## config.mk

```make
export PLATFORM = sky130hd
export DESIGN_NAME = hazard_ctrl
export DESIGN_NICKNAME = d
export VERILOG_FILES = /design/src/rtl/hazard_pkg.sv /design/src/rtl/hazard_match.sv /design/src/rtl/hazard_ctrl.sv
export SDC_FILE = /design/constraint.sdc
export NUM_CORES = 1
export LEC_CHECK = 0
export ABC_AREA = 1
export BUFFER_PORTS_ARGS = -buffer_cell sky130_fd_sc_hd__buf_2
export CAP_MARGIN = 10
export CORE_MARGIN = 2
export CORE_UTILIZATION = 55
export DETAILED_ROUTE_END_ITERATION = 7
export PLACE_DENSITY = 0.82
export SLEW_MARGIN = 20
export SYNTH_ARGS = -nofsm -noshare
export SYNTH_HDL_FRONTEND = slang
export SYNTH_SLANG_ARGS = --single-unit
```

## constraint.sdc

```tcl
create_clock -name clk -period 4.75 [get_ports clk]
set_input_delay 0.95 -clock clk [delete_from_list [all_inputs] [get_ports clk]]
set_output_delay 0.95 -clock clk [all_outputs]
set_load 0.01 [all_outputs]
```

## src/rtl/hazard_pkg.sv

```systemverilog
// Shared types and constants for the pipeline hazard controller.
package hazard_pkg;

  typedef enum logic [1:0] {
    FILL     = 2'd0,
    RUN      = 2'd1,
    MEM_WAIT = 2'd2
  } state_t;

  localparam logic [1:0] FWD_RF    = 2'b00;
  localparam logic [1:0] FWD_EXMEM = 2'b01;
  localparam logic [1:0] FWD_MEMWB = 2'b10;

  localparam logic [4:0] X0 = 5'd0;

endpackage

```

## src/rtl/hazard_match.sv

```systemverilog
// Register-address comparator: a source that is read hits a destination being written.
module hazard_match
  import hazard_pkg::*;
(
  input  logic [4:0] src,
  input  logic       used,
  input  logic [4:0] dst,
  input  logic       we,
  output logic       hit
);

  assign hit = used && (src != X0) && we && (src == dst);

endmodule

```

## src/rtl/hazard_ctrl.sv

```systemverilog
// Central stall/flush/forward controller for the 5-stage core.
// Define HAZARD_FWD_EN to enable EX operand forwarding (only load-use then stalls).
module hazard_ctrl
  import hazard_pkg::*;
#(
  parameter int FILL_CYCLES = 2,
  parameter int MEM_TIMEOUT = 64
) (
  input  logic        clk,
  input  logic        rst,
  input  logic [4:0]  id_rs1,
  input  logic [4:0]  id_rs2,
  input  logic        id_rs1_used,
  input  logic        id_rs2_used,
  input  logic [4:0]  ex_rs1,
  input  logic [4:0]  ex_rs2,
  input  logic [4:0]  ex_rf_wa,
  input  logic        ex_rf_we,
  input  logic        ex_is_load,
  input  logic [4:0]  mem_rf_wa,
  input  logic        mem_rf_we,
  input  logic [4:0]  wb_rf_wa,
  input  logic        wb_rf_we,
  input  logic        ex_br_taken,
  input  logic        mem_req,
  input  logic        mem_ready,
  output logic        pipe_en,
  output logic        pc_stall,
  output logic        ifid_stall,
  output logic        idex_stall,
  output logic        exmem_stall,
  output logic        memwb_stall,
  output logic        ifid_flush,
  output logic        idex_flush,
  output logic        exmem_flush,
  output logic        memwb_flush,
  output logic [1:0]  fwd_rs1_sel,
  output logic [1:0]  fwd_rs2_sel,
  output logic        mem_timeout,
  output logic [31:0] stall_cycles,
  output logic [31:0] flush_events
);

  localparam int FILL_W = (FILL_CYCLES > 1) ? $clog2(FILL_CYCLES) : 1;
  localparam int WAIT_W = $clog2(MEM_TIMEOUT + 1);

`ifdef HAZARD_FWD_EN
  localparam int NDST = 1;
`else
  localparam int NDST = 3;
`endif

  state_t              state, state_nxt;
  logic [FILL_W-1:0]   fill_cnt;
  logic [WAIT_W-1:0]   wait_cnt;
  logic [2*NDST-1:0]   raw_hit;
  logic                raw, mem_wait, active, br_flush;
  logic [1:0]          fwd1, fwd2;

  function automatic logic [31:0] sat_inc(input logic [31:0] v);
    return (v == 32'hFFFF_FFFF) ? v : v + 32'd1;
  endfunction

  // ID sources against EX (and, without forwarding, MEM and WB) destinations
  for (genvar i = 0; i < 2; i++) begin : g_src
    for (genvar j = 0; j < NDST; j++) begin : g_dst
      hazard_match u_match (
        .src  (i == 0 ? id_rs1 : id_rs2),
        .used (i == 0 ? id_rs1_used : id_rs2_used),
        .dst  (j == 0 ? ex_rf_wa : (j == 1 ? mem_rf_wa : wb_rf_wa)),
        .we   (j == 0 ? ex_rf_we : (j == 1 ? mem_rf_we : wb_rf_we)),
        .hit  (raw_hit[i*NDST+j])
      );
    end
  end

`ifdef HAZARD_FWD_EN
  logic [3:0] fwd_hit;

  function automatic logic [1:0] fwd_sel(input logic exmem_hit, input logic memwb_hit);
    if (exmem_hit) return FWD_EXMEM;
    if (memwb_hit) return FWD_MEMWB;
    return FWD_RF;
  endfunction

  for (genvar i = 0; i < 2; i++) begin : g_fsrc
    for (genvar j = 0; j < 2; j++) begin : g_fdst
      hazard_match u_fmatch (
        .src  (i == 0 ? ex_rs1 : ex_rs2),
        .used (1'b1),
        .dst  (j == 0 ? mem_rf_wa : wb_rf_wa),
        .we   (j == 0 ? mem_rf_we : wb_rf_we),
        .hit  (fwd_hit[i*2+j])
      );
    end
  end

  assign raw  = ex_is_load && (|raw_hit);
  assign fwd1 = fwd_sel(fwd_hit[0], fwd_hit[1]);
  assign fwd2 = fwd_sel(fwd_hit[2], fwd_hit[3]);
`else
  logic unused_fwd;
  assign unused_fwd = ^{ex_rs1, ex_rs2, ex_is_load};
  assign raw  = |raw_hit;
  assign fwd1 = FWD_RF;
  assign fwd2 = FWD_RF;
`endif

  assign active   = (state != FILL);
  assign mem_wait = mem_req && !mem_ready;
  // A branch seen while memory stalls is held in EX and flushes once the wait ends
  assign br_flush = active && !mem_wait && ex_br_taken;

  always_ff @(posedge clk or posedge rst) begin
    if (rst) state <= FILL;
    else     state <= state_nxt;
  end

  always_comb begin
    state_nxt = state;
    case (state)
      FILL:     if (fill_cnt == FILL_W'(FILL_CYCLES - 1)) state_nxt = RUN;
      RUN:      if (mem_wait) state_nxt = MEM_WAIT;
      MEM_WAIT: if (mem_ready) state_nxt = RUN;
      default:  state_nxt = FILL;
    endcase
  end

  always_comb begin
    pc_stall    = 1'b0;
    ifid_stall  = 1'b0;
    idex_stall  = 1'b0;
    exmem_stall = 1'b0;
    memwb_stall = 1'b0;
    ifid_flush  = 1'b0;
    idex_flush  = 1'b0;
    exmem_flush = 1'b0;
    memwb_flush = 1'b0;
    fwd_rs1_sel = FWD_RF;
    fwd_rs2_sel = FWD_RF;
    if (active) begin
      fwd_rs1_sel = fwd1;
      fwd_rs2_sel = fwd2;
      if (mem_wait) begin
        pc_stall    = 1'b1;
        ifid_stall  = 1'b1;
        idex_stall  = 1'b1;
        exmem_stall = 1'b1;
        memwb_flush = 1'b1;
      end else if (ex_br_taken) begin
        ifid_flush  = 1'b1;
        idex_flush  = 1'b1;
      end else if (raw) begin
        pc_stall    = 1'b1;
        ifid_stall  = 1'b1;
        idex_flush  = 1'b1;
      end
    end
  end

  // Registered control: fill sequencing, wait watchdog, performance counters
  always_ff @(posedge clk or posedge rst) begin
    if (rst) begin
      pipe_en      <= 1'b0;
      fill_cnt     <= '0;
      wait_cnt     <= '0;
      mem_timeout  <= 1'b0;
      stall_cycles <= '0;
      flush_events <= '0;
    end else begin
      pipe_en  <= (state_nxt != FILL);
      fill_cnt <= (state == FILL) ? fill_cnt + 1'b1 : '0;
      if (active && mem_wait) begin
        if (wait_cnt != WAIT_W'(MEM_TIMEOUT)) wait_cnt <= wait_cnt + 1'b1;
        if (wait_cnt == WAIT_W'(MEM_TIMEOUT - 1)) mem_timeout <= 1'b1;
      end else begin
        wait_cnt <= '0;
      end
      if (pc_stall) stall_cycles <= sat_inc(stall_cycles);
      if (br_flush) flush_events <= sat_inc(flush_events);
    end
  end

endmodule

```

Yosys cells after proc, flatten, opt, wreduce, memory -nomap -nowiden --
Index checks and enable logic that the tools add are counted.
Operators by class: add/sub/neg operators 4, equality and inequality tests 13, multiplexer cells 19, bitwise operators 2, reductions and logical operators 29
Operators with widths (count):
- 32-bit by 1-bit adder with 32-bit output, second input constant | 2
- 32-bit equality test, second input constant | 2
- 5-bit equality test | 6
- 1-bit logical AND | 18
- 7-bit two-way mux | 2
- 1-bit two-way mux | 13
- 5-bit nonzero test | 2
- 7-bit by 1-bit adder with 7-bit output, second input constant | 1
- 7-bit by 6-bit equality test with 1-bit output, second input constant | 1
- 7-bit != test, second input constant | 1
- 2-bit two-way mux | 3
- 2-bit case mux with 3 select lines | 1
- 2-bit AND reduction | 3
- 6-bit OR reduction | 1
- 2-bit nonzero test | 2
- 2-bit by 1-bit equality test with 1-bit output, second input constant | 1
- 2-bit equality test, second input constant | 1
- 1-bit zero test | 2
- 2-bit zero test | 1
- 2-bit by 1-bit != test with 1-bit output, second input constant | 1
- 1-bit inverter | 2
- 1-bit adder, second input constant | 1
Word-level totals: bits in registers 76, bits of input ports 46, output and inout port bits 79, word-level logic and storage cells 74

Depth between registers and ports, before layout --
Gate-level depths: netlist (run 1).
depth in word-level cells 10, mapped depth 16, mapped depth without buffers 14

Modules after synthesis --
A second synthesis (run 1) with hierarchy kept.
Second synthesis, totals: cells, all modules 928, area total of the unflattened synthesis 5691.7 sq um
By module, submodules not included:
- hazard_ctrl | times used 1, cells each 736, area each 4933.5 sq um, seq. area each 1901.8 sq um
- hazard_match | times used 6, cells each 32, area each 126.4 sq um, seq. area each 0.0 sq um

Worst setup path before layout (run 1) --
No wires, ideal clock.
path type input -> output, start point in mem_ready, end point out pc_stall, arrival 2.171 ns, required time 3.800 ns, slack 1.629 ns, cell stages on the path 7, path buffers 2, cell sequence inv_1 -> nand2_1 -> nor2_1 -> inv_1 -> nand2_4 -> buf_2 -> buf_4
On the way: longest elaborated chain between the ends 4
RTL lines:
- from (decl) | RTL line hazard_ctrl.sv:26 | input logic mem_ready,
- 1-bit zero test | RTL line hazard_ctrl.sv:110 | assign mem_wait = mem_req && !mem_ready;
- 1-bit logical AND | RTL line hazard_ctrl.sv:110
- 1-bit two-way mux (2 in a row)
- to (decl) | RTL line hazard_ctrl.sv:28 | output logic pc_stall,
Every way passes these cells.

Final worst setup path (run 1) --
start point in id_rs2[4], end point out pc_stall
On the way: longest elaborated chain between the ends 9, elaborated cells on any way between the ends 16, classes of those cells 3 x eq/ne; 4 x mux; 9 x reduce/logical
RTL lines:
- from (decl) | RTL line hazard_ctrl.sv:12 | input logic [4:0] id_rs2,
- 5-bit nonzero test | RTL line hazard_match.sv:12 | assign hit = used && (src != X0) && we && (src == dst);
- 1-bit logical AND (3 in a row) | RTL line hazard_match.sv:12
- 6-bit OR reduction (*) | RTL line hazard_ctrl.sv:104 | assign raw = |raw_hit;
- 1-bit two-way mux (*) | RTL line hazard_ctrl.sv:153 | end else if (raw) begin
- 1-bit two-way mux (*) | RTL line hazard_ctrl.sv:150 | end else if (ex_br_taken) begin
- 1-bit two-way mux (*) | RTL line hazard_ctrl.sv:144 | if (mem_wait) begin
- 1-bit two-way mux (*) | RTL line hazard_ctrl.sv:141 | if (active) begin
Mark *: on every way between the ends. The rest lies on a longest branch, timed or not.

==> impl_metrics.tcl, run 1 <==
set metrics [dict create \
    muxShareOfSynthArea_pct 0 \
    synth_compound_area_share_pct 3.48 \
    register_area_mm2 0.00190 \
    clock_power_share_pct 28.1 \
    p_per_area_mw_per_mm2 298 \
    final_area_mm2 0.00590 \
    postPlaceCellArea_mm2 0.00571 \
    core_mm2 0.00920 \
    cts_tree "yes" \
    routed_wirelength_um 13300 \
    die_x_um 101 \
    maxCapViolations 0 \
    p_seq_share_pct 46.3 \
    arrival_ps 2450 \
    cts.sinks 76 \
    finalSetupTns_ps 0 \
    final.fill_count 845 \
    drc 0 \
    drtPass1Iterations 4 \
    wl_per_cell_um 13.6 \
    r2r_start "stall_cycles[1]" \
    yosys_warnings 0 \
    grt_max_degree 51 \
    relSlewSlack_pct 42.7 \
    synth-simple-area-share_pct 40.1 \
    final_cell_mix "272 x nand2_1, 107 x buf_2, 85 x nor2_1" \
    cts_buffer_depth 2 \
    power_leakage_nw 3.18 \
    cts_hold_buf 0 \
    hold_ws_ps 432 \
    hp-class "reg -> reg" \
    status "complete, no violations" \
    cp-start-kind "primary input" \
    post-cts-setup-buffers 0 \
    synth_seq_cells 76 \
    drive_above_1_share_pct 16.4 \
    cts_resized 0 \
    switching_share_pct 36.4 \
    diodes 0 \
    cp.depth 13 \
    min_from "fill_cnt" \
    path_max_fanout 38 \
    combinationalPowerShare_pct 25.6 \
    root_buffer "clkbuf_8" \
    r2r_cells 9 \
    dp_hpwl_um 10100 \
    slowest_delay_ps 330 \
    syn_to_final_growth_pct 14.2 \
    synthCells 757 \
    multiInputGateArea_mm2 0.00283 \
    worstPathBufferInverterCount 4 \
    overflow 0 \
    clkLatencyLatePin_ps 360 \
    rows 35 \
    ios 125 \
    finalHoldViolations 0 \
    crit_start "id_rs2[4]" \
    grt_pass1_wl_um 22700 \
    power.switching_mw 0.640 \
    synthAdderAreaFrac_pct 0.968 \
    die-height_um 101 \
    antenna_found_initial 0 \
    required_ps 3800 \
    setup_viol_count_final 0 \
    clkSlewWorstSetupHoldPaths_ps 80 \
    fin_skew_ps 7.57 \
    ys_top_cells_by_area "dfrtp_1 37%, nand2_1 20%, xor2_1 6.6%" \
    cts_made_buffers 9 \
    hold_path_depth 1 \
    vias_per_cell 5.35 \
    ant_nets 0 \
    htree_levels 3 \
    synth_top_area_cell "dfrtp_1" \
    ys_types 33 \
    cp_top_family "simple AND/OR/NAND/NOR gates" \
    io_buffer_count 107 \
    internal_power_mw 1.12 \
    min_period_over_period_pct 71.7 \
    track_usage_pct 27.5 \
    rsz0062_at_grt "false" \
    first_global_vias 4959 \
    syn_area_mm2 0.00517 \
    drv_slew 0 \
    cpMostUsedCell "nand2_1" \
    worst_pin_slew_ps 859 \
    worst_setup_path_end_kind "output pin" \
    worst_ir_drop_vdd_mv 0.156 \
    crit_path_cell_trace "buf_2 -> inv_1 -> nand2_1 -> nand2_1 -> nand2_1 -> nor2_1 -> nand3_1 -> nand2_1 -> inv_1 -> nand3_1 -> nand2_1 -> nand2_4 -> buf_2" \
    via_count 5225 \
    synth_area_per_cell_um2 6.83 \
    dieArea_mm2 0.0102 \
    seq_area_frac_synth_pct 36.8 \
    drt-initial-drc-count 333 \
    synth-xor-area-share_pct 9.83 \
    crit_type "in -> out" \
    yosysTopAreaCellShare_pct 36.8 \
    nets 910 \
    routabilityCongestion 0.970 \
    synth_top_family_by_area "simple AND/OR/NAND/NOR gates" \
    start_util_pct 56.2 \
    critPathSlowestCell "nand2_4" \
    layout_commonest_cell "nand2_1" \
    fin_crit_ps 3400 \
    max_freq_mhz 294 \
]
worst reg2reg max path, stage by stage, from the launching register on:
cell and delay [ps]:
dfrtp_1 420, ha_1 260, nand2_1 120, nor2_2 180, nand3_2 160, nor3_2 190, nand3_2 560, nand2_2 710
nand2_1 130, nand2_1 100
per-layer routing:
layer	vias up	track usage, %	share of wire (%)
li1	2577	-	-
met1	2398	36.8	44
met2	218	45.6	47
met3	32	4.37	6.7
met4	0	9.04	2.1
met5	-	0	0
cell families after synthesis:
| kind of cell | after synthesis |
|---|---|
| AOI/OAI and AO/OA | 34 |
| xor gates and xnor gates | 58 |
| adders and majority gates | 4 |
| buffers and inverters | 98 |
| DFF | 76 |
| other | 1 |
| and+or+nand+nor | 486 |
through the flow:
stage / total power, mW / setup slack [ps] / util, % / std cells
2_1_floorplan: 1.13 / 1630 / - / 762
3_3_place_gp: 1.26 / 1390 / 62.1 / 960
3_5_place_dp: 1.27 / 1350 / 62.1 / 960
4_1_cts: 1.77 / 1350 / 64.2 / 976
5_1_grt: 1.87 / 1190 / 64.2 / 976
6_report: 1.76 / 1350 / 64.2 / 976
power by group through the flow:
stage               Clock, mW  Combinational (mW)  Sequential, mW
global route            0.538               0.509           0.827
global placement            0               0.436           0.822
CTS                     0.506               0.453           0.812
detailed placement          0               0.450           0.824
finish                  0.495               0.450           0.814
floorplan                   0               0.294           0.833
layout make-up:
class | count | area share, %
multi-input combinational | 588 | 48.0
sequential | 76 | 32.2
timing repair buffer | 108 | 9.20
inverter | 77 | 4.96
tap | 111 | 2.35
clock buffer | 10 | 2.16
clock inverter | 6 | 1.10
flip-flops by register name (all words and copies together) (netlist names):
name,cells
mem_timeout,1
fill_cnt,1
wait_cnt,7
state,2
pipe_en,1
flush_events,32
stall_cycles,32
synthesized netlist by cell type (all sizes together):
master	number
or2	1
xnor2	19
o211ai	2
inv	77
xor2	39
clkbuf	1
conb	1
nor4	9
nor3	29
nor3b	1
a21oi	8
nand4	16
nand2	276
and3	1
ha	4
dfrtp	76
o31ai	1
o21ai	22
buf	20
nand3	65
nor2	88
a21boi	1
worst paths after layout:
| path | endpoint | slack [ps] |
|---|---|---|
| hold / removal | fill_cnt | 430 |
| hold reg to reg | fill_cnt | 430 |
| setup reg to reg | stall_cycles[9] | 1850 |
| setup / recovery | pc_stall | 1350 |
| max in group asynchronous | flush_events[19] | 3140 |
| min in group asynchronous | wait_cnt[6] | 730 |
Note: power is estimated with default switching activity, not from simulation.
==> run 2: changes to the inputs <==
Settings changed: CORE_UTILIZATION 55 to 49, PLACE_DENSITY 0.82 to 0.77.
Clock period 4.75 ns to 2.76 ns, I/O delays scaled along.
==> run 2 against run 1 <==
Against the previous run:
- sequential share of layout area down 0.60 points
- wire length down 2.5%
- via count down 1.8%
- critical path type unchanged
- highest routed layer unchanged
==> impl_metrics.tcl, run 2 (synthesis results as in run 1) <==
set metrics [dict create \
    status "complete, no violations" \
    grt_max_degree 40 \
    antenna_found_initial 0 \
    cts_hold_buf 0 \
    worst_pin_slew_ps 700 \
    diodes 0 \
    post-cts-setup-buffers 0 \
    p_per_area_mw_per_mm2 533 \
    clkLatencyLatePin_ps 340 \
    worstPathBufferInverterCount 3 \
    busiest_layer "met2" \
    cts_resized 0 \
    routabilityCongestion 0.972 \
    power_leakage_nw 3.23 \
    start_util_pct 50.3 \
    rows 37 \
    r2r_start "stall_cycles[1]" \
    cts_tree "yes" \
    min_period_over_period_pct 86.4 \
    fin_crit_ps 2380 \
    stdcell_count 1004 \
    crit_start "id_rs2[4]" \
    htree_levels 3 \
    syn_to_final_growth_pct 16.3 \
    cts.sinks 76 \
    grt_pass1_wl_um 22000 \
    hp-class "in -> async" \
    postPlaceCellArea_mm2 0.00578 \
    met3_usage_pct 3.40 \
    crit_type "in -> out" \
    critPathSlowestCell "nand2_4" \
    relSlewSlack_pct 53.3 \
    ios 125 \
    core_mm2 0.0103 \
    fin_skew_ps 6.61 \
    cts_made_buffers 9 \
    layout_commonest_cell "nand2_1" \
    required_ps 2210 \
    worst_ir_drop_vdd_mv 0.339 \
    max_freq_mhz 419 \
    finalSetupTns_ps 0 \
    maxCapViolations 0 \
    nets 914 \
    top_regs "flush_events (32), stall_cycles (32), wait_cnt (7)" \
    cp_top_family "simple AND/OR/NAND/NOR gates" \
    rsz0062_at_grt "false" \
    dieArea_mm2 0.0114 \
    setup_viol_count_final 0 \
    die_x_um 107 \
    use_met2_pct 37.3 \
    drive_above_1_share_pct 16.6 \
    first_global_vias 4708 \
    die-height_um 107 \
    slowest_delay_ps 230 \
    dp.cells 989 \
    cts_buffer_depth 2 \
    ant_nets 0 \
    vias_per_cell 5.11 \
    routed_wirelength_um 12900 \
    via_count 5131 \
    path_max_fanout 22 \
    drv_slew 0 \
    use_met1_pct 33.3 \
    drc 0 \
    overflow 0 \
    crit_path_cell_trace "buf_2 -> inv_1 -> nand2_1 -> o21ai_0 -> nor2_1 -> nand3_1 -> nand2_1 -> nand2_1 -> nand3_1 -> nand2_1 -> nand2_4 -> buf_2" \
    final_cell_mix "272 x nand2_1, 107 x buf_2, 85 x nor2_1" \
    arrival_ps 1830 \
    clkSlewWorstSetupHoldPaths_ps 80 \
    cpMostUsedCell "nand2_1" \
    root_buffer "clkbuf_8" \
    final_area_mm2 0.00601 \
    io_buffer_count 107 \
    drt-initial-drc-count 287 \
    cp-start-kind "primary input" \
    finalPower_mw 3.20 \
    track_usage_pct 23.5 \
    worst_setup_path_end_kind "output pin" \
    dp_hpwl_um 9780 \
    drtPass1Iterations 5 \
    finalHoldViolations 0 \
    wl_per_cell_um 12.9 \
]
-- run 2: cell types whose count changed in the layout (fill, tap and decap cells not counted), sizes merged --
cell,previous run,this run
clkinv,5,2
clkbuf,10,11
clkinvlp,1,0
bufinv,1,3
buf,108,112
-- run 2: metrics by stage --
stage,utilization (%),hold WS (ps),setup WS [ps]
final,58.5,282,376
after global routing,58.5,349,226
after CTS,58.5,309,376
after detailed placement,56.3,440,358
after global placement,56.3,420,382
after floorplan,-,402,270
-- run 2: report_power, final --
| group | internal (mW) | switching (mW) | total (mW) |
|---|---|---|---|
| Combinational | 0.278 | 0.511 | 0.789 |
| Clock | 0.599 | 0.416 | 1.01 |
| Sequential | 1.24 | 0.160 | 1.40 |
-- run 2: final cells by class --
| cell class | count | area, um2 |
|---|---|---|
| well taps | 136 | 170 |
| multi-input cells | 588 | 2830 |
| clock buffers | 11 | 131 |
| repair buffers | 112 | 586 |
| fillers | 1030 | 4260 |
| clock inverters | 4 | 98.8 |
| flip-flops and latches | 76 | 1900 |
| inverters | 77 | 293 |
-- run 2: worst reg2reg max path, stage by stage (launching register included) --
cell     delay, ps
dfrtp_1        420
ha_1           250
nand2_1        100
nor2_2         180
nand3_2        170
nor3_2         230
nand3_2        120
buf_4          260
nand3_1        160
nor2_1          80
nand3_1         90
nand2_1         50
-- run 2: routing by layer --
metal / part of all wire [%] / wire [um]
met2: 45 / 5810
met4: 1.8 / 233
met5: 0 / 0
met3: 6.4 / 829
met1: 47 / 6060
-- run 2: worst paths after layout --
path	to	slack [ps]	cells past startpoint
worst min register to register	fill_cnt	450	1
worst max register to register	stall_cycles[23]	540	11
min in group clk	state[1]	410	2
worst min-delay path	flush_events[3]	280	2
max in group asynchronous	flush_events[22]	1860	3
worst max-delay path	ifid_stall	380	12
